### config.mk
export PLATFORM = sky130hd
export DESIGN_NAME = vga_pattern_sequencer
export DESIGN_NICKNAME = d
export VERILOG_FILES = /design/src/rtl/vga_pattern_sequencer.sv
export SDC_FILE = /design/constraint.sdc
export NUM_CORES = 1
export LEC_CHECK = 0
export BUFFER_PORTS_ARGS = -buffer_cell sky130_fd_sc_hd__buf_4
export CAP_MARGIN = 20
export CELL_PAD_IN_SITES_DETAIL_PLACEMENT = 1
export CELL_PAD_IN_SITES_GLOBAL_PLACEMENT = 1
export CORE_UTILIZATION = 43
export DETAILED_ROUTE_END_ITERATION = 6
export HOLD_SLACK_MARGIN = 0.02
export PLACE_DENSITY = 0.8
export SYNTH_ARGS = -nofsm -noshare
export SYNTH_HDL_FRONTEND = slang
export SYNTH_SLANG_ARGS = --single-unit
### constraint.sdc
create_clock -name clk -period 5.48 [get_ports clk]
set_input_delay 0.274 -clock clk [delete_from_list [all_inputs] [get_ports clk]]
set_output_delay 0.274 -clock clk [all_outputs]
set_load 0.01 [all_outputs]
### src/rtl/vga_pattern_sequencer.sv
// VGA raster timing generator with a frame-synchronous test-pattern selector.
// Pattern changes (manual advance or auto rotation) only ever land on a frame
// boundary, so the monitor never sees a frame split between two patterns.
module vga_pattern_sequencer #(
  parameter int H_ACTIVE           = 1280,
  parameter int H_FP               = 48,
  parameter int H_SYNC             = 112,
  parameter int H_BP               = 248,
  parameter int V_ACTIVE           = 960,
  parameter int V_FP               = 1,
  parameter int V_SYNC             = 3,
  parameter int V_BP               = 38,
  parameter int FRAMES_PER_PATTERN = 60,
  parameter int NUM_PATTERNS       = 4
) (
  input  logic        clk,
  input  logic        reset,
  input  logic        enable,
  input  logic        auto_mode,
  input  logic        advance,
  output logic [11:0] pixel_x,
  output logic [11:0] pixel_y,
  output logic        video_on,
  output logic        hsync,
  output logic        vsync,
  output logic        frame_start,
  output logic [1:0]  pattern_sel,
  output logic [7:0]  frame_count
);

  localparam int H_TOTAL = H_ACTIVE + H_FP + H_SYNC + H_BP;
  localparam int V_TOTAL = V_ACTIVE + V_FP + V_SYNC + V_BP;

  localparam logic [11:0] H_LAST  = 12'(H_TOTAL - 1);
  localparam logic [11:0] V_LAST  = 12'(V_TOTAL - 1);
  localparam logic [11:0] H_ACT   = 12'(H_ACTIVE);
  localparam logic [11:0] V_ACT   = 12'(V_ACTIVE);
  localparam logic [11:0] HS_BEG  = 12'(H_ACTIVE + H_FP);
  localparam logic [11:0] HS_END  = 12'(H_ACTIVE + H_FP + H_SYNC);
  localparam logic [11:0] VS_BEG  = 12'(V_ACTIVE + V_FP);
  localparam logic [11:0] VS_END  = 12'(V_ACTIVE + V_FP + V_SYNC);
  localparam logic [1:0]  PAT_MAX = 2'(NUM_PATTERNS - 1);
  localparam logic [8:0]  FPP     = 9'(FRAMES_PER_PATTERN);

  typedef enum logic {S_IDLE = 1'b0, S_RUN = 1'b1} state_t;

  state_t      r_state;
  state_t      w_state_nxt;
  logic [11:0] r_x;
  logic [11:0] r_y;
  logic [1:0]  r_pat;
  logic [7:0]  r_fc;
  logic        r_pending;

  logic w_run;
  logic w_leave;
  logic w_x_last;
  logic w_y_last;
  logic w_wrap;
  logic w_auto_due;
  logic w_step;

  // FSM state register
  always_ff @(posedge clk) begin
    if (reset) r_state <= S_IDLE;
    else       r_state <= w_state_nxt;
  end

  // FSM next-state: enable level alone moves between IDLE and RUN
  always_comb begin
    w_state_nxt = r_state;
    case (r_state)
      S_IDLE:  if (enable)  w_state_nxt = S_RUN;
      S_RUN:   if (!enable) w_state_nxt = S_IDLE;
      default: w_state_nxt = S_IDLE;
    endcase
  end

  // FSM outputs: zero-latency decodes of the current raster position
  always_comb begin
    w_run       = (r_state == S_RUN);
    video_on    = w_run && (r_x < H_ACT) && (r_y < V_ACT);
    hsync       = w_run && (r_x >= HS_BEG) && (r_x < HS_END);
    vsync       = w_run && (r_y >= VS_BEG) && (r_y < VS_END);
    frame_start = w_run && (r_x == 12'd0) && (r_y == 12'd0);
  end

  assign w_leave    = w_run && !enable;
  assign w_x_last   = (r_x == H_LAST);
  assign w_y_last   = (r_y == V_LAST);
  assign w_wrap     = w_run && w_x_last && w_y_last;
  // Auto rotation is due when the frame now ending completes the quota
  assign w_auto_due = auto_mode && (({1'b0, r_fc} + 9'd1) >= FPP);
  assign w_step     = w_wrap && (r_pending || w_auto_due);

  // Raster counters: run only in RUN, parked at the origin otherwise
  always_ff @(posedge clk) begin
    if (reset || !w_run || w_leave) begin
      r_x <= 12'd0;
      r_y <= 12'd0;
    end else if (w_x_last) begin
      r_x <= 12'd0;
      r_y <= w_y_last ? 12'd0 : r_y + 12'd1;
    end else begin
      r_x <= r_x + 12'd1;
    end
  end

  // Pattern index: steps at most once, and only on a frame wrap
  always_ff @(posedge clk) begin
    if (reset)       r_pat <= 2'd0;
    else if (w_step) r_pat <= (r_pat == PAT_MAX) ? 2'd0 : r_pat + 2'd1;
  end

  // Frames-on-this-pattern counter, saturating; cleared on step or stop
  always_ff @(posedge clk) begin
    if (reset || !w_run || w_leave) r_fc <= 8'd0;
    else if (w_step)                r_fc <= 8'd0;
    else if (w_wrap)                r_fc <= (r_fc == 8'hFF) ? r_fc : r_fc + 8'd1;
  end

  // Pending advance: a pulse on the wrap cycle survives to the next wrap
  always_ff @(posedge clk) begin
    if (reset || !w_run || w_leave) r_pending <= 1'b0;
    else if (advance)               r_pending <= 1'b1;
    else if (w_wrap)                r_pending <= 1'b0;
  end

  assign pixel_x     = r_x;
  assign pixel_y     = r_y;
  assign pattern_sel = r_pat;
  assign frame_count = r_fc;

endmodule
# Word-level counts from Yosys, hierarchy flattened
# Index checks and enable logic that the tools add are counted.
[op_classes] bitwise=1 addsub=5 order_cmp=7 eq_ne=4 muxes=5 reduce_logical=24
[ops] cell="12-bit by 1-bit adder with 12-bit output (second input constant)" n=2
[ops] cell="12-bit logical NOT" n=2
[ops] cell="12-bit by 10-bit < comparator with 1-bit output (second input constant)" n=2
[ops] cell="12-bit by 11-bit < comparator with 1-bit output (second input constant)" n=2
[ops] cell="1-bit logical AND" n=13
[ops] cell="12-bit by 10-bit equality test with 1-bit output (second input constant)" n=1
[ops] cell="12-bit by 11-bit equality test with 1-bit output (second input constant)" n=1
[ops] cell="12-bit by 10-bit >= comparator with 1-bit output (second input constant)" n=1
[ops] cell="12-bit by 11-bit >= comparator with 1-bit output (second input constant)" n=1
[ops] cell="12-bit two-way mux" n=1
[ops] cell="8-bit by 1-bit adder with 9-bit output (second input constant)" n=1
[ops] cell="9-bit by 6-bit >= comparator with 1-bit output (second input constant)" n=1
[ops] cell="8-bit by 1-bit adder with 8-bit output (second input constant)" n=1
[ops] cell="8-bit equality test (second input constant)" n=1
[ops] cell="2-bit OR reduction" n=2
[ops] cell="1-bit logical OR" n=3
[ops] cell="1-bit two-way mux" n=3
[ops] cell="2-bit by 1-bit adder with 2-bit output (second input constant)" n=1
[ops] cell="2-bit equality test (second input constant)" n=1
[ops] cell="1-bit logical NOT" n=2
[ops] cell="2-bit two-way mux" n=1
[ops] cell="2-bit AND reduction" n=1
[ops] cell="2-bit nonzero test" n=1
[ops] cell="1-bit inverter" n=1
[word_totals] wordCells=52 inputBits=5 register_bits=36

# Longest topological paths before layout
# Gate-level depths: netlist of the first run.
[depth] ltp_word=6 ltp_mapped=8 ltp_nobuf=7

# Least setup slack after synthesis of the first run
# OpenSTA, ideal clock, no wires.
[synth_path] path_kind="register -> register" from="register r_x[3], in the netlist pixel_x[3]" to="register r_pat[0], in the netlist pattern_sel[0]" path_slack_ns=3.262 t_required_ns=5.357 synth_period_minus_slack_ns=2.218 stages_incl_launch_ff=6 setup_time_ns=0.123 arrival_ns=2.095 path_cell_list="dfxtp_1 or4_4 nor4_4 and2_4 nor3b_4 mux2_1"
[synth_via] elab_chain_cells=4
[synth_lines] item="from (decl)" line_no="49" text="logic [11:0] r_x;"
[synth_lines] item="from (signal assigned)" line_no="105" text="r_x <= r_x + 12'd1;"
[synth_lines] item="12-bit by 11-bit equality test with 1-bit output" line_no="89" text="assign w_x_last = (r_x == H_LAST);"
[synth_lines] item="1-bit logical AND (2 in a row)" line_no="91" text="assign w_wrap = w_run && w_x_last && w_y_last;"
[synth_lines] item="1-bit logical AND" line_no="94" text="assign w_step = w_wrap && (r_pending || w_auto_due);"
[synth_lines] item="to (signal assigned)" line_no="112" text="else if (w_step) r_pat <= (r_pat == PAT_MAX) ? 2'd0 : r_pat + 2'd1;"
[synth_lines] item="to (decl)" line_no="51" text="logic [1:0] r_pat;"
# Every way passes these cells.
# A chain may end at the register's enable or synchronous reset.

# Worst setup path after layout of the first run
[layout_path] from="register r_x[0], in the netlist pixel_x[0]" to="register r_fc[0], in the netlist frame_count[0]"
[layout_via] elab_chain_cells=5 word_cells_on_any_way=6 cone_classes="eq/ne (1); reduce/logical (5)"
[layout_lines] item="12-bit by 11-bit equality test with 1-bit output *" line_no="89"
[layout_lines] item="1-bit logical AND * (2 in a row)" line_no="91"
[layout_lines] item="1-bit logical AND" line_no="94"
[layout_lines] item="2-bit OR reduction (no line)"
[layout_lines] item="to (signal assigned)" line_no="119" text="else if (w_wrap) r_fc <= (r_fc == 8'hFF) ? r_fc : r_fc + 8'd1;"
[layout_lines] item="to (decl)" line_no="52" text="logic [7:0] r_fc;"
# Mark *: on every way between the ends. The rest lies on a longest branch, timed or not.

==> report_table.html, run 1 <==
<table>
<tr><th>Metric</th><th>Value</th></tr>
<tr><th colspan="2">Die</th></tr>
<tr><td>Area enclosed by the die boundary</td><td>about 4900 sq um</td></tr>
<tr><td>Overall die width</td><td>69.7 um</td></tr>
<tr><td>Num rows</td><td>24</td></tr>
<tr><td>Core Region</td><td>around 4400 sq um</td></tr>
<tr><td>Die boundary height</td><td>69.7 um</td></tr>
<tr><td>I/O pin count</td><td>43</td></tr>
<tr><td>Initial core utilization</td><td>45.0%</td></tr>
<tr><th colspan="2">Timing</th></tr>
<tr><td>Post-layout min period</td><td>2410 ps</td></tr>
<tr><td>Period utilization</td><td>44.1%</td></tr>
<tr><td>Setup repair after global routing missed its margin</td><td>no</td></tr>
<tr><td>Endpoints failing setup</td><td>0</td></tr>
<tr><td>Worst-margin pin slew</td><td>between 700 and 800 ps</td></tr>
<tr><td>Achievable Freq</td><td>414 MHz</td></tr>
<tr><td>Slew Limit Fails</td><td>0</td></tr>
<tr><td>Worst clock skew</td><td>around 5 ps</td></tr>
<tr><td>Slew headroom</td><td>approximately half</td></tr>
<tr><td>Setup total negative slack</td><td>0 ps</td></tr>
<tr><td>Final Hold Fails</td><td>0</td></tr>
<tr><th colspan="2">Placed design</th></tr>
<tr><td>Final estimated routing congestion in global placement</td><td>just over 0.8</td></tr>
<tr><td>I/O Buffers</td><td>42</td></tr>
<tr><td>Estimated wirelength of the detail-placed design</td><td>roughly 3.8 mm</td></tr>
<tr><td>Total placed instance area</td><td>about 2300 sq um</td></tr>
<tr><th colspan="2">Global routing</th></tr>
<tr><td>Remaining global-route overflow</td><td>0</td></tr>
<tr><td>Maximum number of pins on one net before global-route repair</td><td>13</td></tr>
<tr><td>All-layer global routing usage</td><td>22.1%</td></tr>
<tr><td>Initial antenna violation count</td><td>0</td></tr>
<tr><td>First-pass GRT wire length</td><td>8.52 mm</td></tr>
<tr><td>Number of global-route vias before repair</td><td>1710</td></tr>
<tr><th colspan="2">Synthesis</th></tr>
<tr><td>Number of synthesized flops with an enable pin</td><td>0</td></tr>
<tr><td>Sequential area share after synthesis</td><td>36.5%</td></tr>
<tr><td>Post-Synthesis Cells</td><td>about 230</td></tr>
<tr><td>Post-synthesis cell type count</td><td>40</td></tr>
<tr><td>Post-synthesis compound-gate area fraction</td><td>8.06%</td></tr>
<tr><td>Ys Warns</td><td>0</td></tr>
<tr><td>Area share of the leading cell type in the synthesized netlist</td><td>36.5%</td></tr>
<tr><td>Primary FF master, synth</td><td>sky130_fd_sc_hd__dfxtp_1</td></tr>
<tr><td>Fraction of synthesis flops using an asynchronous set or reset pin</td><td>0%</td></tr>
<tr><td>Leading cell types by total area after synthesis</td><td>sky130_fd_sc_hd__dfxtp_1 37%, sky130_fd_sc_hd__xor2_1 8.9%, sky130_fd_sc_hd__nor2_1 6.7%</td></tr>
<tr><td>Cell with the most instances after synthesis</td><td>sky130_fd_sc_hd__dfxtp_1</td></tr>
<tr><td>Share of the synthesized netlist area taken by xor and xnor gates</td><td>10.7%</td></tr>
<tr><td>Syn_area_per_cell</td><td>8.69 sq um</td></tr>
<tr><td>Top cells by count, synth</td><td>36 x sky130_fd_sc_hd__dfxtp_1, 35 x sky130_fd_sc_hd__nor2_1, 20 x sky130_fd_sc_hd__xor2_1</td></tr>
<tr><td>Adder-cell share of the synthesized area</td><td>5.08%</td></tr>
<tr><td>Main combinational cell family by area after synthesis</td><td>simple AND/OR/NAND/NOR gates</td></tr>
<tr><td>Cell accounting for the most synthesized area</td><td>sky130_fd_sc_hd__dfxtp_1</td></tr>
<tr><td>Count of state elements after synthesis</td><td>36</td></tr>
<tr><td>Post-synthesis share of cell area spent on and, or, nand and nor gates</td><td>35.5%</td></tr>
<tr><td>Area of the mapped netlist</td><td>1970 sq um</td></tr>
<tr><td>Synthesized netlist net count</td><td>240</td></tr>
<tr><td>Proportion of synthesized area in mux cells</td><td>1.59%</td></tr>
<tr><th colspan="2">Worst setup path</th></tr>
<tr><td>Crit-path max cell delay</td><td>490 ps</td></tr>
<tr><td>Worst-path cell with the longest stage delay</td><td>sky130_fd_sc_hd__dfxtp_1</td></tr>
<tr><td>Top Family by Delay on Critical Path</td><td>simple AND/OR/NAND/NOR gates</td></tr>
<tr><td>CP Capture Type</td><td>flip-flop</td></tr>
<tr><td>Data arrival time of the critical path</td><td>2580 ps</td></tr>
<tr><td>Crit path from</td><td>pixel_x[0]</td></tr>
<tr><td>Category of the worst setup path launch point</td><td>flip-flop</td></tr>
<tr><td>Crit path required time</td><td>5650 ps</td></tr>
<tr><td>Worst Path Max Fanout</td><td>8</td></tr>
<tr><td>Launching point of the worst reg2reg path</td><td>pixel_x[0]</td></tr>
<tr><td>Buffers plus inverters on the worst setup path</td><td>0</td></tr>
<tr><td>Path type of the worst setup path</td><td>flip-flop to flip-flop</td></tr>
<tr><td>Cell chain of the critical path</td><td>ha_1, nand4_1, nor3_2, nand2_1, o31ai_4, nor2_1</td></tr>
<tr><th colspan="2">Pwr</th></tr>
<tr><td>Cell Pwr Density</td><td>196 nW/um^2</td></tr>
<tr><td>Leakage power summed over all cells</td><td>0.964 nW</td></tr>
<tr><td>Maximum vdd drop</td><td>0.141 mV</td></tr>
<tr><th colspan="2">Final layout</th></tr>
<tr><td>Nets</td><td>283</td></tr>
<tr><td>Layout Area Growth over Synthesis</td><td>22.6%</td></tr>
<tr><td>Layout fillers</td><td>537</td></tr>
<tr><td>Total non-filler cell area in the finished layout</td><td>2420 sq um</td></tr>
<tr><td>Number of diodes added for antenna fixing</td><td>0</td></tr>
<tr><td>Share of post-route cells with drive strength above 1</td><td>21.0%</td></tr>
<tr><th colspan="2">Clocking</th></tr>
<tr><td>Worst-Skew Late Latency</td><td>approximately 290 ps</td></tr>
<tr><td>TritonCTS clock tree</td><td>built</td></tr>
<tr><td>Setup Fix Bufs, Post-CTS</td><td>0</td></tr>
<tr><td>Clock Path Buffers</td><td>2</td></tr>
<tr><td>Number of CTS-inserted buffers</td><td>5</td></tr>
<tr><td>Number of resized instances in the post-cts repair step</td><td>0</td></tr>
<tr><td>CTS clk-pin slew, worst paths</td><td>70 ps</td></tr>
<tr><td>Root Buffer</td><td>sky130_fd_sc_hd__clkbuf_8</td></tr>
<tr><td>Number of hold buffers added after CTS</td><td>0</td></tr>
<tr><td>Number of clock sinks seen by CTS</td><td>36</td></tr>
<tr><td>H-Tree Level Count</td><td>2</td></tr>
<tr><th colspan="2">Detailed routing</th></tr>
<tr><td>Total wire length after detailed routing</td><td>between 5 and 6 mm</td></tr>
<tr><td>Final routed wire length divided by cell count</td><td>16.1 um</td></tr>
<tr><td>Total via count after detailed routing</td><td>between 1500 and 2000</td></tr>
<tr><td>1st-pass router iterations</td><td>4</td></tr>
<tr><td>DRC violation count after routing</td><td>0</td></tr>
<tr><td>Avg Vias per Cell</td><td>5.63</td></tr>
<tr><td>Drt first-iter violations</td><td>82</td></tr>
<tr><td>Antenna viol nets, final</td><td>0</td></tr>
<tr><th colspan="2">Flow run</th></tr>
<tr><td>Number of max-cap violations</td><td>0</td></tr>
<tr><th colspan="2">Run status</th></tr>
<tr><td>Status</td><td>finished clean</td></tr>
<tr><th colspan="2">Hold path</th></tr>
<tr><td>Path class of the lowest-slack min-delay path</td><td>primary input to flip-flop</td></tr>
<tr><td>Hold_sp</td><td>advance</td></tr>
</table>
[worst paths after layout]
path | to | slack [ps] | cells past startpoint
worst min register to register | pattern_sel[1] | 510 | 2
worst max register to register | frame_count[0] | 3070 | 6
worst min-delay path | r_pending | 200 | 3
worst max-delay path | frame_count[0] | 3070 | 6
[cell usage in the layout, fill, tap and decap left out, types with 2 or more instances in the layout]
cell type	instances
sky130_fd_sc_hd__a21oi_1	9
sky130_fd_sc_hd__a311oi_1	3
sky130_fd_sc_hd__and2_1	5
sky130_fd_sc_hd__and3_1	8
sky130_fd_sc_hd__and4_1	4
sky130_fd_sc_hd__buf_4	42
sky130_fd_sc_hd__clkbuf_1	2
sky130_fd_sc_hd__clkbuf_8	6
sky130_fd_sc_hd__dfxtp_1	36
sky130_fd_sc_hd__ha_1	8
sky130_fd_sc_hd__inv_1	7
sky130_fd_sc_hd__mux2i_1	2
sky130_fd_sc_hd__nand2_1	16
sky130_fd_sc_hd__nand2b_1	3
sky130_fd_sc_hd__nand3_1	15
sky130_fd_sc_hd__nand3b_1	2
sky130_fd_sc_hd__nand4_1	8
sky130_fd_sc_hd__nand4b_1	4
sky130_fd_sc_hd__nor2_1	35
sky130_fd_sc_hd__nor2b_1	2
sky130_fd_sc_hd__nor3_1	3
sky130_fd_sc_hd__nor4_1	2
sky130_fd_sc_hd__nor4_4	3
sky130_fd_sc_hd__o21ai_0	5
sky130_fd_sc_hd__or3_1	3
sky130_fd_sc_hd__xnor2_1	4
sky130_fd_sc_hd__xor2_1	20
[tightest hold or removal path, cell delays in order]
cell	delay, ps
sky130_fd_sc_hd__buf_4	90
sky130_fd_sc_hd__a21oi_1	30
sky130_fd_sc_hd__nor2_1	70
[cell families after synthesis]
family,after synthesis
xor+xnor,24
simple gates,120
compound gates,23
mux,3
buf+inv,13
flops,36
fa+ha+maj,8
[cell type report]
| class | count | area, sq um | area share, % |
|---|---|---|---|
| Clock buffer | 8 | 90.1 | 3.73 |
| Inverter | 7 | 26.3 | 1.09 |
| Multi-Input combinational cell | 178 | 1200 | 49.6 |
| Sequential cell | 36 | 721 | 29.8 |
| Tap cell | 52 | 65.1 | 2.69 |
| Timing Repair Buffer | 42 | 315 | 13.0 |
[power breakdown]
part | internal (W) | switching, W | leakage [nW]
clock | 0.000103 | 0.0000948 | 0.0455
combinational | 0.00000520 | 0.00000658 | 0.628
sequential | 0.000262 | 0.00000136 | 0.290
total | 0.000370 | 0.000103 | 0.964
[registers in the layout, indices dropped and copies added, names as in the netlist]
signal / cells
pixel_x: 12
pixel_y: 12
frame_count: 8
pattern_sel: 2
r_pending: 1
r_state: 1
[through the flow]
stage	instances	util (%)	total power, W	hold WS [ps]	setup slack (ps)
finish	323	55.1	0.000473	201	3070
global route	323	55.1	0.000493	203	2850
global placement	315	53.1	0.000281	490	3130
CTS	323	55.1	0.000481	200	3060
detailed placement	315	53.1	0.000281	502	3070
floorplan	227	-	0.000275	364	3260
[layer usage]
metal	routed length, um	vias to the layer above	global-route usage (%)
met4	64	0	6.67
met5	0	-	0
met3	204	5	4.51
met2	2410	42	34.5
li1	-	889	-
met1	2510	884	30.7
No activity file was read; power rests on OpenSTA's default activity.
==> run 2, diff against run 1 <==
- CORE_UTILIZATION: 43 -> 40
- PLACE_DENSITY: 0.8 -> 0.75
- clock period: 5.48 -> 2.5 ns (I/O delays scaled with it)
==> run 2 against run 1 <==
  * Clock power is 120% higher
  * Clock skew grew 0.59 ps
  * Clock-buffer cell count shrank 2
  * Routed wire length rose by 2.0%
  * Combinational power up 120%
  * Cell area grew 1.5%
  * Critical endpoint is now pattern_sel[0]
  * Largest power group unchanged
  * Worst hold slack got worse by 150 ps
  * Sequential share of layout area is 0.44 points lower
  * Largest cell class unchanged
==> report_table.html, run 2 (synthesized netlist as in run 1, its figures left out) <==
<table>
<tr><th>Metric</th><th>Value</th></tr>
<tr><th colspan="2">Clocking</th></tr>
<tr><td>TritonCTS clock tree</td><td>built (unchanged)</td></tr>
<tr><td>Number of CTS-inserted buffers</td><td>5 (unchanged)</td></tr>
<tr><td>CTS clk-pin slew, worst paths</td><td>70 ps (about the same)</td></tr>
<tr><td>Worst-Skew Late Latency</td><td>300 ps (was 290 ps)</td></tr>
<tr><td>H-Tree Level Count</td><td>2 (unchanged)</td></tr>
<tr><td>Clock Path Buffers</td><td>2 (unchanged)</td></tr>
<tr><td>Number of resized instances in the post-cts repair step</td><td>0 (unchanged)</td></tr>
<tr><td>Root Buffer</td><td>sky130_fd_sc_hd__clkbuf_8 (unchanged)</td></tr>
<tr><td>Number of clock sinks seen by CTS</td><td>36 (unchanged)</td></tr>
<tr><td>Setup Fix Bufs, Post-CTS</td><td>0 (unchanged)</td></tr>
<tr><td>Number of hold buffers added after CTS</td><td>0 (unchanged)</td></tr>
<tr><th colspan="2">Detailed routing</th></tr>
<tr><td>Total wire length after detailed routing</td><td>5.29 mm (was 5.19 mm)</td></tr>
<tr><td>Total via count after detailed routing</td><td>1814 (was 1820)</td></tr>
<tr><td>Antenna viol nets, final</td><td>0 (unchanged)</td></tr>
<tr><td>Final routed wire length divided by cell count</td><td>15.6 um (was 16.1 um)</td></tr>
<tr><td>Drt first-iter violations</td><td>129 (was 82)</td></tr>
<tr><td>1st-pass router iterations</td><td>4 (unchanged)</td></tr>
<tr><td>Avg Vias per Cell</td><td>5.34 (was 5.63)</td></tr>
<tr><td>DRC violation count after routing</td><td>0 (unchanged)</td></tr>
<tr><th colspan="2">Die</th></tr>
<tr><td>Initial core utilization</td><td>41.7% (was 45.0%)</td></tr>
<tr><td>Num rows</td><td>25 (was 24)</td></tr>
<tr><td>Overall die width</td><td>72.2 um (was 69.7 um)</td></tr>
<tr><td>Core Region</td><td>4720 sq um (was 4380 sq um)</td></tr>
<tr><td>Area enclosed by the die boundary</td><td>5210 sq um (was 4860 sq um)</td></tr>
<tr><td>Die boundary height</td><td>72.2 um (was 69.7 um)</td></tr>
<tr><td>I/O pin count</td><td>43 (unchanged)</td></tr>
<tr><th colspan="2">Hold path</th></tr>
<tr><td>Min-Delay Path Depth</td><td>2 (was 3)</td></tr>
<tr><td>Min-Delay Endpoint</td><td>r_state (was r_pending)</td></tr>
<tr><td>Path class of the lowest-slack min-delay path</td><td>primary input to flip-flop (unchanged)</td></tr>
<tr><td>Hold_sp</td><td>reset (was advance)</td></tr>
<tr><th colspan="2">Timing</th></tr>
<tr><td>Worst clock skew</td><td>5.58 ps (was 4.99 ps)</td></tr>
<tr><td>Final Hold Fails</td><td>0 (unchanged)</td></tr>
<tr><td>Setup total negative slack</td><td>0 ps (unchanged)</td></tr>
<tr><td>Smallest setup slack after layout</td><td>284 ps (was 3070 ps)</td></tr>
<tr><td>Endpoints failing setup</td><td>0 (unchanged)</td></tr>
<tr><td>Period utilization</td><td>88.7% (was 44.1%)</td></tr>
<tr><td>Post-layout min period</td><td>2220 ps (was 2410 ps)</td></tr>
<tr><td>Slew headroom</td><td>56.6% (was 49.2%)</td></tr>
<tr><td>Worst-margin pin slew</td><td>647 ps (was 758 ps)</td></tr>
<tr><td>Setup repair after global routing missed its margin</td><td>no (unchanged)</td></tr>
<tr><td>Achievable Freq</td><td>451 MHz (was 414 MHz)</td></tr>
<tr><td>Worst hold slack</td><td>51.7 ps (was 201 ps)</td></tr>
<tr><td>Slew Limit Fails</td><td>0 (unchanged)</td></tr>
<tr><th colspan="2">Final layout</th></tr>
<tr><td>Layout Area Growth over Synthesis</td><td>24.4% (was 22.6%)</td></tr>
<tr><td>Share of post-route cells with drive strength above 1</td><td>22.3% (was 21.0%)</td></tr>
<tr><td>Nets</td><td>285 (was 283)</td></tr>
<tr><td>Most used cells in the layout excluding fill and tap cells</td><td>44 x sky130_fd_sc_hd__buf_4, 36 x sky130_fd_sc_hd__dfxtp_1, 35 x sky130_fd_sc_hd__nor2_1 (was 42 x sky130_fd_sc_hd__buf_4, 36 x sky130_fd_sc_hd__dfxtp_1, 35 x sky130_fd_sc_hd__nor2_1)</td></tr>
<tr><td>Most common cell after layout, fill and taps aside</td><td>sky130_fd_sc_hd__buf_4 (unchanged)</td></tr>
<tr><td>Layout fillers</td><td>581 (was 537)</td></tr>
<tr><td>Area of the multi-input gates</td><td>1200 sq um (unchanged)</td></tr>
<tr><td>Storage cell area</td><td>721 sq um (unchanged)</td></tr>
<tr><td>Number of standard cells in the layout, taps in and fillers out</td><td>340 (was 323)</td></tr>
<tr><td>Number of diodes added for antenna fixing</td><td>0 (unchanged)</td></tr>
<tr><th colspan="2">Global routing</th></tr>
<tr><td>Most Used Layer, Global Route</td><td>met2 (unchanged)</td></tr>
<tr><td>Remaining global-route overflow</td><td>0 (unchanged)</td></tr>
<tr><td>Routing usage on met1</td><td>31.1% (was 30.7%)</td></tr>
<tr><td>Met2 capacity usage during global routing</td><td>34.1% (was 34.5%)</td></tr>
<tr><td>First-pass GRT wire length</td><td>8.83 mm (was 8.52 mm)</td></tr>
<tr><td>Maximum number of pins on one net before global-route repair</td><td>13 (unchanged)</td></tr>
<tr><td>Met3 global-route usage</td><td>5.83% (was 4.51%)</td></tr>
<tr><td>Number of global-route vias before repair</td><td>1703 (was 1710)</td></tr>
<tr><td>All-layer global routing usage</td><td>22.3% (was 22.1%)</td></tr>
<tr><td>Initial antenna violation count</td><td>0 (unchanged)</td></tr>
<tr><th colspan="2">Placed design</th></tr>
<tr><td>Number of placed instances, taps included</td><td>332 (was 315)</td></tr>
<tr><td>Post-Place Setup Slack</td><td>294 ps (was 3070 ps)</td></tr>
<tr><td>Estimated wirelength of the detail-placed design</td><td>3.85 mm (was 3.82 mm)</td></tr>
<tr><td>Final estimated routing congestion in global placement</td><td>0.833 (was 0.824)</td></tr>
<tr><td>I/O Buffers</td><td>42 (unchanged)</td></tr>
<tr><th colspan="2">Worst setup path</th></tr>
<tr><td>Crit path from</td><td>frame_count[0] (was pixel_x[0])</td></tr>
<tr><td>Reg-to-reg critical path endpoint</td><td>pattern_sel[0] (was frame_count[0])</td></tr>
<tr><td>CP Capture Type</td><td>flip-flop (unchanged)</td></tr>
<tr><td>Cells on worst reg2reg path</td><td>6 (unchanged)</td></tr>
<tr><td>Data arrival time of the critical path</td><td>2390 ps (was 2580 ps)</td></tr>
<tr><td>Crit-path max cell delay</td><td>560 ps (was 490 ps)</td></tr>
<tr><td>Worst Path Max Fanout</td><td>8 (unchanged)</td></tr>
<tr><td>Crit path required time</td><td>2680 ps (was 5650 ps)</td></tr>
<tr><td>Flop2flop setup slack</td><td>280 ps (was 3070 ps)</td></tr>
<tr><td>Worst-path cell with the longest stage delay</td><td>sky130_fd_sc_hd__a211oi_1 (was sky130_fd_sc_hd__dfxtp_1)</td></tr>
<tr><td>Cell chain of the critical path</td><td>ha_1, and2_1, nand4b_1, a211oi_1, nor3b_4, mux2_1 (was ha_1, nand4_1, nor3_2, nand2_1, o31ai_4, nor2_1)</td></tr>
<tr><td>Launching point of the worst reg2reg path</td><td>frame_count[0] (was pixel_x[0])</td></tr>
<tr><td>Category of the worst setup path launch point</td><td>flip-flop (unchanged)</td></tr>
<tr><td>Path type of the worst setup path</td><td>flip-flop to flip-flop (unchanged)</td></tr>
<tr><th colspan="2">Pwr</th></tr>
<tr><td>Leakage power summed over all cells</td><td>0.980 nW (was 0.964 nW)</td></tr>
<tr><td>Total power</td><td>0.00104 W (was 0.000473 W)</td></tr>
<tr><td>Maximum vdd drop</td><td>0.201 mV (was 0.141 mV)</td></tr>
<tr><td>Cell Pwr Density</td><td>426 nW/um^2 (was 196 nW/um^2)</td></tr>
<tr><th colspan="2">Run status</th></tr>
<tr><td>Status</td><td>finished clean (unchanged)</td></tr>
<tr><th colspan="2">Flow run</th></tr>
<tr><td>Number of max-cap violations</td><td>0 (unchanged)</td></tr>
</table>
-- run 2: changes by cell type in the layout (fill, tap and decap cells not counted), sizes merged --
cell,before,now
buf,42,44
clkbuf,8,6
clkinv,0,2
-- run 2: per-layer routing --
layer | share of wire (%) | wire [um]
met5 | 0 | 0
met4 | 0.68 | 36
met3 | 4.4 | 231
met2 | 46 | 2440
met1 | 49 | 2580
-- run 2: worst max path at each step --
| stage | to | slack (ps) | cells past startpoint |
|---|---|---|---|
| detailed placement | pattern_sel[0] | 290 | 6 |
| floorplan | pattern_sel[0] | 280 | 5 |
| CTS | pattern_sel[0] | 280 | 6 |
| global placement | pixel_y[11] | 360 | 6 |
| global route | pattern_sel[0] | 60 | 6 |
| finish | pattern_sel[0] | 280 | 6 |
-- run 2: where the power goes --
| group | leakage, nW | internal, W | switching (W) | total (W) |
|---|---|---|---|---|
| registers | 0.290 | 0.000575 | 0.00000296 | 0.000577 |
| clock network | 0.0510 | 0.000220 | 0.000221 | 0.000441 |
| logic | 0.639 | 0.0000114 | 0.0000142 | 0.0000257 |
| total | 0.980 | 0.000806 | 0.000239 | 0.00104 |
-- run 2: metrics by stage --
stage	util, %	area (sq um)
CTS	51.9	2450
detailed placement	50.0	2360
global route	51.9	2450
finish	51.9	2450
global placement	50.0	2360
floorplan	-	1970
-- run 2: cell type report --
type | count | area share (%)
Multi-Input combinational cell | 178 | 48.9
Clock inverter | 2 | 0.408
Timing Repair Buffer | 44 | 13.5
Clock buffer | 6 | 3.37
Inverter | 7 | 1.07
Sequential cell | 36 | 29.4
Tap cell | 67 | 3.42
-- run 2: critical path, delay by kind of cell (launching register included) --
family	cells	cell delay (ps)
AOI/OAI and AO/OA	1	560
adders and majority gates	1	340
DFF	1	470
muxes	1	350
and+or+nand+nor	3	400
==> run 3, diff against run 2 <==
- ABC_AREA: default -> 1
- CORE_UTILIZATION: 40 -> 38
==> run 3 against run 2 <==
  * First-iteration DRC count down 43%
  * Largest power group unchanged
  * Cell count up 39%
  * Register-to-register slack better by 180 ps
==> report_table.html, run 3 <==
<table>
<tr><th>Metric</th><th>Value</th></tr>
<tr><th colspan="2">Clocking</th></tr>
<tr><td>Number of hold buffers added after CTS</td><td>1 (was 0)</td></tr>
<tr><td>Clock Path Buffers</td><td>2 (unchanged)</td></tr>
<tr><td>Setup Fix Bufs, Post-CTS</td><td>0 (unchanged)</td></tr>
<tr><td>Number of CTS-inserted buffers</td><td>5 (unchanged)</td></tr>
<tr><td>Number of resized instances in the post-cts repair step</td><td>0 (unchanged)</td></tr>
<tr><td>TritonCTS clock tree</td><td>built (unchanged)</td></tr>
<tr><td>Root Buffer</td><td>sky130_fd_sc_hd__clkbuf_8 (unchanged)</td></tr>
<tr><td>CTS clk-pin slew, worst paths</td><td>70 ps (about the same)</td></tr>
<tr><td>Worst-Skew Late Latency</td><td>290 ps (was 300 ps)</td></tr>
<tr><td>H-Tree Level Count</td><td>2 (unchanged)</td></tr>
<tr><td>Number of clock sinks seen by CTS</td><td>36 (unchanged)</td></tr>
<tr><th colspan="2">Pwr</th></tr>
<tr><td>Seq pwr share</td><td>55.5% (was 55.3%)</td></tr>
<tr><td>Switching power</td><td>0.000228 W (was 0.000239 W)</td></tr>
<tr><td>Switching Fraction</td><td>21.9% (was 22.8%)</td></tr>
<tr><td>Internal power contribution</td><td>0.000812 W (was 0.000806 W)</td></tr>
<tr><td>Leakage power summed over all cells</td><td>1.14 nW (was 0.980 nW)</td></tr>
<tr><td>Clock power frac</td><td>41.9% (was 42.3%)</td></tr>
<tr><td>Cell Pwr Density</td><td>382 nW/um^2 (was 426 nW/um^2)</td></tr>
<tr><td>Part of the total power dissipated in combinational logic</td><td>2.6% (was 2.5%)</td></tr>
<tr><td>Maximum vdd drop</td><td>0.209 mV (was 0.201 mV)</td></tr>
<tr><th colspan="2">Timing</th></tr>
<tr><td>Setup repair after global routing missed its margin</td><td>no (unchanged)</td></tr>
<tr><td>Period utilization</td><td>81.5% (was 88.7%)</td></tr>
<tr><td>Achievable Freq</td><td>491 MHz (was 451 MHz)</td></tr>
<tr><td>Setup total negative slack</td><td>0 ps (unchanged)</td></tr>
<tr><td>Slew headroom</td><td>66.2% (was 56.6%)</td></tr>
<tr><td>Worst-margin pin slew</td><td>503 ps (was 647 ps)</td></tr>
<tr><td>Slew Limit Fails</td><td>0 (unchanged)</td></tr>
<tr><td>Post-layout min period</td><td>2040 ps (was 2220 ps)</td></tr>
<tr><td>Final Hold Fails</td><td>0 (unchanged)</td></tr>
<tr><td>Endpoints failing setup</td><td>0 (unchanged)</td></tr>
<tr><td>Worst clock skew</td><td>8.25 ps (was 5.58 ps)</td></tr>
<tr><th colspan="2">Detailed routing</th></tr>
<tr><td>DRC violation count after routing</td><td>0 (unchanged)</td></tr>
<tr><td>Antenna viol nets, final</td><td>0 (unchanged)</td></tr>
<tr><td>Drt first-iter violations</td><td>73 (was 129)</td></tr>
<tr><td>Total wire length after detailed routing</td><td>6.36 mm (was 5.29 mm)</td></tr>
<tr><td>Total via count after detailed routing</td><td>2391 (was 1814)</td></tr>
<tr><td>1st-pass router iterations</td><td>5 (was 4)</td></tr>
<tr><td>Final routed wire length divided by cell count</td><td>13.5 um (was 15.6 um)</td></tr>
<tr><td>Avg Vias per Cell</td><td>5.08 (was 5.34)</td></tr>
<tr><th colspan="2">Worst setup path</th></tr>
<tr><td>Top cell by count, worst path</td><td>sky130_fd_sc_hd__nand2_1</td></tr>
<tr><td>Category of the worst setup path launch point</td><td>flip-flop (unchanged)</td></tr>
<tr><td>Crit-path max cell delay</td><td>420 ps (was 560 ps)</td></tr>
<tr><td>Top Family by Delay on Critical Path</td><td>simple AND/OR/NAND/NOR gates (was compound AO/OA/AOI/OAI gates)</td></tr>
<tr><td>Worst-path cell with the longest stage delay</td><td>sky130_fd_sc_hd__dfxtp_1 (was sky130_fd_sc_hd__a211oi_1)</td></tr>
<tr><td>Cell chain of the critical path</td><td>ha_1, nand2_1, nor3_1, nand3_2, nor2_1, nand2_1, clkinv_1, nand2_1, nand2_4, nor2_1 (was ha_1, and2_1, nand4b_1, a211oi_1, nor3b_4, mux2_1)</td></tr>
<tr><td>Buffers plus inverters on the worst setup path</td><td>1 (was 0)</td></tr>
<tr><td>Path type of the worst setup path</td><td>flip-flop to flip-flop (unchanged)</td></tr>
<tr><td>Worst Path Max Fanout</td><td>8 (unchanged)</td></tr>
<tr><td>CP Capture Type</td><td>flip-flop (unchanged)</td></tr>
<tr><td>Data arrival time of the critical path</td><td>2220 ps (was 2390 ps)</td></tr>
<tr><td>Crit path required time</td><td>2680 ps (about the same)</td></tr>
<tr><th colspan="2">Synthesis</th></tr>
<tr><td>Cell with the most instances after synthesis</td><td>sky130_fd_sc_hd__nand2_1 (was sky130_fd_sc_hd__dfxtp_1)</td></tr>
<tr><td>Syn_area_per_cell</td><td>6.37 sq um (was 8.69 sq um)</td></tr>
<tr><td>Sequential area share after synthesis</td><td>32.6% (was 36.5%)</td></tr>
<tr><td>Count of state elements after synthesis</td><td>36 (unchanged)</td></tr>
<tr><td>Fraction of synthesis flops using an asynchronous set or reset pin</td><td>0% (unchanged)</td></tr>
<tr><td>Top cells by count, synth</td><td>90 x sky130_fd_sc_hd__nand2_1, 51 x sky130_fd_sc_hd__inv_1, 50 x sky130_fd_sc_hd__nor2_1 (was 36 x sky130_fd_sc_hd__dfxtp_1, 35 x sky130_fd_sc_hd__nor2_1, 20 x sky130_fd_sc_hd__xor2_1)</td></tr>
<tr><td>Ys Warns</td><td>0 (unchanged)</td></tr>
<tr><td>Synthesized netlist net count</td><td>360 (was 240)</td></tr>
<tr><td>Leading cell types by total area after synthesis</td><td>sky130_fd_sc_hd__dfxtp_1 33%, sky130_fd_sc_hd__nand2_1 15%, sky130_fd_sc_hd__inv_1 8.7% (was sky130_fd_sc_hd__dfxtp_1 37%, sky130_fd_sc_hd__xor2_1 8.9%, sky130_fd_sc_hd__nor2_1 6.7%)</td></tr>
<tr><td>Area of the mapped netlist</td><td>2210 sq um (was 1970 sq um)</td></tr>
<tr><td>Post-synthesis cell type count</td><td>31 (was 40)</td></tr>
<tr><td>Number of synthesized flops with an enable pin</td><td>0 (unchanged)</td></tr>
<tr><td>Primary FF master, synth</td><td>sky130_fd_sc_hd__dfxtp_1 (unchanged)</td></tr>
<tr><td>Cell accounting for the most synthesized area</td><td>sky130_fd_sc_hd__dfxtp_1 (unchanged)</td></tr>
<tr><td>Post-Synthesis Cells</td><td>347 (was 227)</td></tr>
<tr><td>Area share of the leading cell type in the synthesized netlist</td><td>32.6% (was 36.5%)</td></tr>
<tr><th colspan="2">Global routing</th></tr>
<tr><td>First-pass GRT wire length</td><td>10.7 mm (was 8.83 mm)</td></tr>
<tr><td>Initial antenna violation count</td><td>0 (unchanged)</td></tr>
<tr><td>Remaining global-route overflow</td><td>0 (unchanged)</td></tr>
<tr><td>All-layer global routing usage</td><td>22.1% (was 22.3%)</td></tr>
<tr><td>Maximum number of pins on one net before global-route repair</td><td>11 (was 13)</td></tr>
<tr><td>Number of global-route vias before repair</td><td>2316 (was 1703)</td></tr>
<tr><th colspan="2">Run status</th></tr>
<tr><td>Status</td><td>finished clean (unchanged)</td></tr>
<tr><th colspan="2">Final layout</th></tr>
<tr><td>Nets</td><td>411 (was 285)</td></tr>
<tr><td>Most common cell after layout, fill and taps aside</td><td>sky130_fd_sc_hd__nand2_1 (was sky130_fd_sc_hd__buf_4)</td></tr>
<tr><td>Number of diodes added for antenna fixing</td><td>0 (unchanged)</td></tr>
<tr><td>Total non-filler cell area in the finished layout</td><td>2720 sq um (was 2450 sq um)</td></tr>
<tr><td>Layout Area Growth over Synthesis</td><td>23.2% (was 24.4%)</td></tr>
<tr><td>Post-layout util</td><td>49.1% (was 51.9%)</td></tr>
<tr><td>Share of post-route cells with drive strength above 1</td><td>18.0% (was 22.3%)</td></tr>
<tr><td>Most used cells in the layout excluding fill and tap cells</td><td>90 x sky130_fd_sc_hd__nand2_1, 51 x sky130_fd_sc_hd__inv_1, 50 x sky130_fd_sc_hd__nor2_1 (was 44 x sky130_fd_sc_hd__buf_4, 36 x sky130_fd_sc_hd__dfxtp_1, 35 x sky130_fd_sc_hd__nor2_1)</td></tr>
<tr><th colspan="2">Die</th></tr>
<tr><td>Overall die width</td><td>78.3 um (was 72.2 um)</td></tr>
<tr><td>Area enclosed by the die boundary</td><td>6120 sq um (was 5210 sq um)</td></tr>
<tr><td>Num rows</td><td>27 (was 25)</td></tr>
<tr><td>Initial core utilization</td><td>39.9% (was 41.7%)</td></tr>
<tr><td>Core Region</td><td>5540 sq um (was 4720 sq um)</td></tr>
<tr><td>I/O pin count</td><td>43 (unchanged)</td></tr>
<tr><td>Die boundary height</td><td>78.3 um (was 72.2 um)</td></tr>
<tr><th colspan="2">Flow run</th></tr>
<tr><td>Number of max-cap violations</td><td>0 (unchanged)</td></tr>
<tr><th colspan="2">Placed design</th></tr>
<tr><td>Total placed instance area</td><td>2620 sq um (was 2360 sq um)</td></tr>
<tr><td>Final estimated routing congestion in global placement</td><td>0.895 (was 0.833)</td></tr>
<tr><td>Estimated wirelength of the detail-placed design</td><td>5.01 mm (was 3.85 mm)</td></tr>
<tr><td>I/O Buffers</td><td>42 (unchanged)</td></tr>
<tr><th colspan="2">Hold path</th></tr>
<tr><td>Path class of the lowest-slack min-delay path</td><td>primary input to flip-flop (unchanged)</td></tr>
</table>
-- run 3: changes by cell type in the layout (fill, tap and decap cells not counted), moves of 5 or more --
cell / change
sky130_fd_sc_hd__nand2_1: +74
sky130_fd_sc_hd__inv_1: +44
sky130_fd_sc_hd__xor2_1: -18
sky130_fd_sc_hd__nor2_1: +15
sky130_fd_sc_hd__a21oi_1: +13
sky130_fd_sc_hd__nor3_1: +9
sky130_fd_sc_hd__nor2_2: +7
sky130_fd_sc_hd__and3_1: -6
sky130_fd_sc_hd__and2_1: -5
-- run 3: worst register-to-register path, delay by kind of cell, from the launching register on --
family / cells / cell delay [ps]
flip-flops: 1 / 420
AND/OR/NAND/NOR: 8 / 1170
buffers and inverters: 1 / 110
adder cells (fa/ha/maj): 1 / 220
-- run 3: layout make-up --
type / instances / area, sq um
clock buffer: 8 / 90.1
tap: 72 / 90.1
inverter: 57 / 215
multi-input combinational: 254 / 1270
fill: 777 / 2820
timing repair buffer: 44 / 333
sequential: 36 / 721
-- run 3: layer usage --
layer  part of all wire, %  global-route usage [%]  vias up
met5                     0                       0        -
met4                   1.5                    7.04        0
met3                   2.6                    3.72        9
met2                    50                    38.9       40
met1                    46                    27.2     1131
li1                      -                       -     1211
-- run 3: path summary, 6_finish.rpt --
| path | from | to | slack [ps] | cells past startpoint |
|---|---|---|---|---|
| setup / recovery | pixel_x[0] | frame_count[6] | 460 | 10 |
| hold / removal | advance | r_pending | 50 | 3 |
| setup reg to reg | pixel_x[0] | frame_count[6] | 460 | 10 |
| hold reg to reg | pixel_x[3] | pixel_x[3] | 500 | 2 |
-- run 3: power groups by stage --
stage | Sequential [W] | Clock [W] | Combinational, W
floorplan | 0.000590 | 0 | 0.0000130
global placement | 0.000591 | 0 | 0.0000260
detailed placement | 0.000591 | 0 | 0.0000263
CTS | 0.000577 | 0.000452 | 0.0000276
global route | 0.000577 | 0.000475 | 0.0000303
finish | 0.000578 | 0.000435 | 0.0000274
-- run 3: metrics by stage --
stage | hold slack [ps] | worst slack (ps) | total power, W | cells
2_1_floorplan | 208 | 737 | 0.000603 | 347
3_3_place_gp | 307 | 585 | 0.000617 | 462
3_5_place_dp | 311 | 488 | 0.000617 | 462
4_1_cts | 46.4 | 458 | 0.00106 | 471
5_1_grt | 77.7 | 278 | 0.00108 | 471
6_report | 48.3 | 461 | 0.00104 | 471
-- run 3: logic make-up after synthesis --
family | Yosys count | share of synthesized area, %
compound gates | 33 | 7.93
xor+xnor | 2 | 0.793
fa+ha+maj | 8 | 4.53
buf+inv | 57 | 9.74
flops | 36 | 32.6
simple gates | 211 | 44.4
